## src/rtl/upsampler_pkg.sv

```systemverilog
// Shared helpers for the upsampler: phase-width function, default sizes and the sync error classes.
package upsampler_pkg;

    localparam int unsigned DEFAULT_DW     = 16;
    localparam int unsigned DEFAULT_FACTOR = 8;

    typedef enum logic [1:0] {
        SYNC_NONE    = 2'd0,
        SYNC_EARLY   = 2'd1,
        SYNC_MISSING = 2'd2
    } sync_err_e;

    // Phase counter width for a power-of-two upsample ratio.
    function automatic int unsigned phase_w(input int unsigned factor);
        return $clog2(factor);
    endfunction

endpackage

```

## src/rtl/upsampler_lerp.sv

```systemverilog
// Combinational interpolator between two low-rate samples at phase p/2^S.
// UPSAMPLER_LINEAR_EN selects linear interpolation; otherwise zero-order hold on prev.
module upsampler_lerp #(
    parameter int unsigned DW = 16,
    parameter int unsigned S  = 3
) (
    input  logic [DW-1:0] prev,
    input  logic [DW-1:0] cur,
    input  logic [S-1:0]  phase,
    output logic [DW-1:0] lerp_c
);

`ifdef UPSAMPLER_LINEAR_EN
    localparam int unsigned DIFF_W = DW + 1;
    localparam int unsigned PROD_W = DW + 1 + S;

    logic signed [DIFF_W-1:0] diff;
    logic signed [PROD_W-1:0] prod;
    logic signed [PROD_W-1:0] sum;
    logic                     unused_sum_hi;

    // Floor-rounded step keeps the result between prev and cur, so the DW-bit truncation never wraps.
    always_comb begin
        diff   = DIFF_W'($signed(cur)) - DIFF_W'($signed(prev));
        prod   = PROD_W'(diff) * $signed(PROD_W'({1'b0, phase}));
        sum    = PROD_W'($signed(prev)) + (prod >>> S);
        lerp_c = sum[DW-1:0];
    end

    assign unused_sum_hi = ^sum[PROD_W-1:DW];
`else
    logic unused_zoh;

    assign lerp_c     = prev;
    assign unused_zoh = ^{cur, phase};
`endif

endmodule

```

## src/rtl/upsampler.sv

```systemverilog
// Interpolating upsampler: one low-rate sample per FACTOR high-rate ticks in, one sample per tick out.
// Build option: UPSAMPLER_LINEAR_EN enables linear interpolation (default is zero-order hold).
module upsampler
    import upsampler_pkg::*;
#(
    parameter int unsigned DW     = DEFAULT_DW,
    parameter int unsigned FACTOR = DEFAULT_FACTOR
) (
    input  logic          clk_i,
    input  logic          rst_n_i,
    input  logic [DW-1:0] data_i,
    input  logic          low_tick_i,
    input  logic          sample_tick_i,
    output logic [DW-1:0] data_o,
    output logic          data_valid_o,
    output logic          sync_err_o
);

    localparam int unsigned S    = phase_w(FACTOR);
    localparam logic [S-1:0] LAST = S'(FACTOR - 1);

    logic [DW-1:0] prev_q, cur_q;
    logic [S-1:0]  phase_q;
    logic          armed_q;
    logic          held_q;

    logic [DW-1:0] prev_n, cur_n, data_n, lerp_c;
    logic [S-1:0]  phase_n, p_sel;
    logic          armed_n, held_n;
    sync_err_e     err_n;

    // held_q marks that the last phase (FACTOR-1) has already been emitted, so FACTOR ticks have elapsed.
    always_comb begin
        prev_n  = prev_q;
        cur_n   = cur_q;
        phase_n = phase_q;
        armed_n = armed_q;
        held_n  = held_q;
        p_sel   = '0;
        err_n   = SYNC_NONE;
        if (sample_tick_i) begin
            if (low_tick_i) begin
                prev_n  = cur_q;
                cur_n   = data_i;
                phase_n = S'(1);
                held_n  = 1'b0;
                armed_n = 1'b1;
                if (armed_q && !((phase_q == LAST) && held_q)) begin
                    err_n = SYNC_EARLY;
                end
            end else if (armed_q) begin
                p_sel = phase_q;
                if (phase_q == LAST) begin
                    held_n = 1'b1;
                    if (held_q) begin
                        err_n = SYNC_MISSING;
                    end
                end else begin
                    phase_n = phase_q + S'(1);
                end
            end
        end
    end

    upsampler_lerp #(
        .DW (DW),
        .S  (S)
    ) u_lerp (
        .prev   (prev_n),
        .cur    (cur_n),
        .phase  (p_sel),
        .lerp_c (lerp_c)
    );

    // A missing low tick freezes the stream at the newest sample.
    assign data_n = (err_n == SYNC_MISSING) ? cur_q : lerp_c;

    always_ff @(posedge clk_i or negedge rst_n_i) begin
        if (!rst_n_i) begin
            prev_q       <= '0;
            cur_q        <= '0;
            phase_q      <= '0;
            armed_q      <= 1'b0;
            held_q       <= 1'b0;
            data_o       <= '0;
            data_valid_o <= 1'b0;
            sync_err_o   <= 1'b0;
        end else begin
            prev_q       <= prev_n;
            cur_q        <= cur_n;
            phase_q      <= phase_n;
            armed_q      <= armed_n;
            held_q       <= held_n;
            data_valid_o <= sample_tick_i;
            sync_err_o   <= (err_n != SYNC_NONE);
            if (sample_tick_i) begin
                data_o <= data_n;
            end
        end
    end

endmodule

```

## config.mk

```make
export PLATFORM = sky130hd
export DESIGN_NAME = upsampler
export DESIGN_NICKNAME = d
export VERILOG_FILES = /design/src/rtl/upsampler_pkg.sv /design/src/rtl/upsampler_lerp.sv /design/src/rtl/upsampler.sv
export SDC_FILE = /design/constraint.sdc
export NUM_CORES = 1
export LEC_CHECK = 0
export BUFFER_PORTS_ARGS = -buffer_cell sky130_fd_sc_hd__buf_4
export CAP_MARGIN = 20
export CORE_ASPECT_RATIO = 2
export CORE_MARGIN = 1.5
export CORE_UTILIZATION = 55
export DETAILED_ROUTE_END_ITERATION = 12
export PLACE_DENSITY = 0.86
export SLEW_MARGIN = 10
export SYNTH_ARGS = -nofsm -noshare
export SYNTH_HDL_FRONTEND = slang
export SYNTH_SLANG_ARGS = --single-unit
export TNS_END_PERCENT = 10
```

## constraint.sdc

```tcl
create_clock -name clk_i -period 1.7 [get_ports clk_i]
set_input_delay 0.085 -clock clk_i [delete_from_list [all_inputs] [get_ports clk_i]]
set_output_delay 0.085 -clock clk_i [all_outputs]
set_load 0.05 [all_outputs]
```

# After elaboration in Yosys (flattened, before gate mapping)
# Cells that the tools add are included.
op_classes:
  reduce_logical: 9
  add_sub_neg: 1
  mux: 15
  eq_ne: 3
op_table:
  columns: ["operator", "count"]
  rows:
  - ["two-way mux 16 bit", 3]
  - ["two-way mux 2 bit", 5]
  - ["two-way mux 3 bit", 3]
  - ["AND reduction 3 bit", 2]
  - ["nonzero test 2 bit", 3]
  - ["two-way mux 1 bit", 4]
  - ["adder 3 x 1 -> 3 bit (second input constant)", 1]
  - ["== test 3 bit (second input constant)", 1]
  - ["== test 2 bit (second input constant)", 1]
  - ["logical AND 1 bit", 2]
  - ["inequality test 2 bit (second input constant)", 1]
  - ["AND reduction 2 bit", 1]
  - ["zero test 1 bit", 1]
word_totals:
  output_inout_bits: 18
  ff_bits: 55
  input_bits: 20
  elab_cells: 36

# Longest topological paths before layout
logic_depth:
  depth_word: 9
  depth_mapped: 6
  mapped_depth_nobuf: 5

# Hierarchy
# Synthesis repeated with hierarchy kept, for this count alone.
unflattened:
  cells_unflattened: 207
  area_unflattened_um2: 2466.1
modules_own_cells:
  columns: ["module", "seq_area_each_um2", "cells_per_inst", "instances", "area_per_inst_um2"]
  rows:
  - ["upsampler", 1376.3, 191, 1, 2346.0]
  - ["upsampler_lerp", 0.0, 16, 1, 120.1]

# Least setup slack after synthesis
# Ideal clock, no wire load.
synth_path:
  kind: "register to register"
  startpoint: "register phase_q[0]"
  endpoint: "register data_o[10]"
  setup_time_ns: 0.081
  t_required_ns: 1.619
  t_arrival_ns: 1.470
  setup_slack_ns: 0.149
  period_less_slack_ns: 1.551
  path_buffers: 1
  stages_incl_launch_ff: 7
  cell_sequence: "dfrtp_1 > ha_1 > ha_1 > a41oi_4 > buf_6 > nand2_1 > a31oi_2"
synth_between:
  elab_chain_len: 9
  elab_cells_between_ends: 11
  cone_classes: "eq/ne: 2; mux: 6; reduce/logical: 3"
synth_lines:
  columns: ["item", "line", "text"]
  rows:
  - ["from (decl)", "upsampler.sv:23", "logic [S-1:0] phase_q;"]
  - ["from (signal assigned)", "upsampler.sv:91", "phase_q <= phase_n;"]
  - ["== test 3 bit (*)", "upsampler.sv:48, upsampler.sv:53", null]
  - ["logical AND 1 bit", "upsampler.sv:48", "if (armed_q && !((phase_q == LAST) && held_q)) begin"]
  - ["zero test 1 bit", "upsampler.sv:48", null]
  - ["logical AND 1 bit", "upsampler.sv:48", null]
  - ["two-way mux 1 bit", "upsampler.sv:48", null]
  - ["two-way mux 2 bit (*)", "upsampler.sv:42", "if (low_tick_i) begin"]
  - ["two-way mux 2 bit (*)", "upsampler.sv:41", "if (sample_tick_i) begin"]
  - ["== test 2 bit (*)", "upsampler.sv:76", "assign data_n = (err_n == SYNC_MISSING) ? cur_q : lerp_c;"]
  - ["two-way mux 16 bit (*)", "upsampler.sv:76", null]
  - ["to (signal assigned)", "upsampler.sv:97", "data_o <= data_n;"]
  - ["to (decl)", "upsampler.sv:14", "output logic [DW-1:0] data_o,"]
# Mark *: on every way between the ends. The rest lies on a longest branch, timed or not.
# A chain may end at the register's enable or synchronous reset.

# Worst setup path in the final report
layout_path:
  startpoint: "register phase_q[0]"
  endpoint: "register data_o[3]"
# The elaborated chain is that of the path after synthesis.

==> impl_metrics.tcl <==
set metrics [dict create \
    antenna_cells 0 \
    die_height_um 96.1 \
    synthesized_area_fraction_occupied_by_ao_oa_aoi_and_oai_cells 0.107 \
    worst-path-buf-inv 1 \
    first_iter_violations 63 \
    synthTopCellsByArea "dfrtp_1 (58%), nand2_1 (19%), a31oi_2 (5.2%), nor2_1 (2.7%), nand2_2 (2.6%)" \
    nNetsFinal 328 \
    overflow 0 \
    drv_cap 0 \
    yosys.area_share.adder 0.0105 \
    port_buffers 37 \
    unrepaired_setup_endpoints_after_global_routing "no" \
    power.density_nw_per_um2 1060 \
    synthSimpleGateAreaFrac 0.257 \
    post_synth_xor_area_fraction 0.00367 \
    detailed_place_hpwl_mm 2.92 \
    floorplan.rows 33 \
    critPathArrivalTime_ns 1.81 \
    period_needed_ns 1.59 \
    routedWlPerCell_um 13.4 \
    antenna_found_initial 0 \
    yosysUniqueCellTypes 25 \
    n_fill_cell 301 \
    synth-seq-cells 55 \
    regToRegStartpoint "phase_q[0]" \
    power_leakage_uw 0.00149 \
    hold_start "sample_tick_i" \
    grtUsageTotal 0.216 \
    run_status "completed" \
    max_freq_mhz 628 \
    worst_slew_pin_slew_ns 0.670 \
    path_cells "ha_1, ha_2, a41oi_4, buf_12, nand2_1, a31oi_2" \
    final_util 0.733 \
    detail_route.vias_per_cell 5.18 \
    synth_area_per_cell_sq_um 9.50 \
    gpl.final_weighted_congestion 0.772 \
    clk_root_buffer_cell "clkbuf_8" \
    syn_inst 251 \
    worst_path_max_delay_cell "dfrtp_1" \
    grt_pass1_wl_mm 7.88 \
    timing.critical_path.from_type "register" \
    yosysTopAreaCell "dfrtp_1" \
    first_global_vias 1848 \
    critPathRequiredTime_ns 1.92 \
    cts.sinks 55 \
    mappedNetlistArea_sq_um 2380 \
    detail-route-antenna-nets 0 \
    area.growth.synth_to_final_pct 27.0 \
    setup_viol 0 \
    holdCritPathClass "in -> reg" \
    pin_count 38 \
    die-width_um 49.6 \
    post_dp_cell_area_sq_um 2700 \
    finalPower_uw 3200 \
    clk-insertion-delay-late_ns 0.30 \
    crit_family "adder cells" \
    path_class "reg -> reg" \
    synthMuxAreaShare 0.00420 \
    hold_viol_final 0 \
    remaining_drc_errors 0 \
    crit_path_end_kind "register" \
    vdd_ir_drop_max_mv 0.730 \
    yosys_warnings 0 \
    timing.critical_path.slowest_cell_delay_ns 0.42 \
    floorplan.initialDensity 0.578 \
    timing.critical_path.from "phase_q[0]" \
    detailroute.via_count 1855 \
    cp.depth 6 \
    timing.final.crit_share 0.937 \
    tritoncts "yes" \
    ff2ff_path_depth 6 \
    clk_pin_slew_ns 0.09 \
    wl_mm 4.81 \
    path_max_fanout 12 \
    relative_slew_margins 0.553 \
    drt-pass1-iter-count 4 \
    synth_top_family_by_area "simple AND/OR/NAND/NOR gates" \
    tritoncts.num_buffers 5 \
    whs_path_depth 1 \
    worst_clock_skew_ns 0.00800 \
    cts.htree.levels 2 \
    synth.net_count 273 \
    pin_count_of_the_biggest_net_entering_global_routing 56 \
    post_route_cells_drive_above_1_share 0.245 \
    timing.final.max_slew_violations 0 \
    post-synth-top-area-fraction 0.577 \
    postLayoutCellArea_sq_um 3030 \
    buffer_levels_on_the_longest_clock_path 2 \
    floorplan.die_area_sq_um 4760 \
    yosysSeqAreaShare 0.577 \
    setup-tns-final_ns 0 \
    coreArea_sq_um 4130 \
]
-- per-layer routing --
| layer | GRT usage | wire [um] |
|---|---|---|
| met1 | 0.234 | 1910 |
| met2 | 0.400 | 2630 |
| met3 | 0.0326 | 141 |
| met4 | 0.109 | 124 |
| met5 | 0 | 0 |
-- cells by family after synthesis --
family | after synthesis
flops | 55
simple gates | 152
compound gates | 24
fa+ha+maj | 2
buf+inv | 16
xor+xnor | 1
mux | 1
-- worst reg2reg max path: stages, from the launching register on --
cell and delay (ns):
dfrtp_1 0.42, ha_1 0.22, ha_2 0.22, a41oi_4 0.26
buf_12 0.17, nand2_1 0.07, a31oi_2 0.17
-- area by class of cell --
type	count	area, sq um	share of cell area
flip-flops and latches	55	1380	0.455
clock inverters	1	30.0	0.00992
clock buffers	6	72.6	0.0240
repair buffers	62	558	0.184
inverters	2	7.51	0.00248
multi-input cells	180	918	0.303
well taps	52	65.1	0.0215
-- synthesized netlist by cell type --
| cell type | instances |
|---|---|
| xnor2_1 | 1 |
| a41o_4 | 1 |
| o22ai_1 | 2 |
| clkbuf_1 | 2 |
| a31oi_1 | 7 |
| a31oi_2 | 10 |
| a22oi_1 | 2 |
| nand2_1 | 120 |
| o22a_1 | 1 |
| a41oi_4 | 1 |
| or2b_1 | 1 |
| buf_6 | 1 |
| and3_1 | 1 |
| inv_1 | 2 |
| nand2_2 | 10 |
| and2_1 | 1 |
| buf_12 | 1 |
| ha_1 | 2 |
| mux2i_1 | 1 |
| buf_2 | 9 |
| buf_4 | 1 |
| dfrtp_1 | 55 |
| nor2_1 | 17 |
| nand2b_1 | 1 |
| and3b_1 | 1 |
-- power breakdown --
| group | internal (uW) | switching, uW |
|---|---|---|
| Sequential | 1490 | 131 |
| Combinational | 290 | 466 |
| Clock | 432 | 392 |
-- state kept, by name, indices dropped and copies added (netlist names) --
| signal | count |
|---|---|
| held_q | 1 |
| armed_q | 1 |
| cur_q | 16 |
| sync_err_o | 1 |
| phase_q | 3 |
| prev_q | 16 |
| data_valid_o | 1 |
| data_o | 16 |
-- stage by stage --
stage / setup slack [ns] / hold slack [ns] / std cells
3_5_place_dp: 0.00203 / 0.169 / 331
2_1_floorplan: 0.149 / -0.211 / 251
6_report: 0.107 / 0.0316 / 358
4_1_cts: 0.0174 / 0.0206 / 355
5_1_grt: 0.00599 / 0.0133 / 358
3_3_place_gp: 0.0867 / 0.161 / 331
-- worst paths after layout --
check	to	slack, ns
max	data_o[3]	0.11
min	data_valid_o	0.03
max reg2reg	data_o[3]	0.11
min reg2reg	prev_q[1]	0.48
max in group asynchronous	prev_q[15]	0.90
min in group asynchronous	prev_q[14]	0.35
-- cells in the final DEF, fill, tap and decap left out, drive strengths merged, types with 2 or more instances in the layout --
cell,n
a22oi,2
a31oi,17
ha,2
inv,2
dlygate4sd3,17
nor2,17
buf,45
nand2,130
clkbuf,6
dfrtp,55
o22ai,2
-- what timing repair did --
item | 4_1_cts | 5_1_grt
pin swaps | 1 | 3
buffers inserted | 0 | 3
hold endpoints to repair | 71 | 0
hold buffers | 17 | 0
gates resized for setup | 0 | 2
setup endpoints to repair | 2 | 16
(Power assumes the default switching activity.)
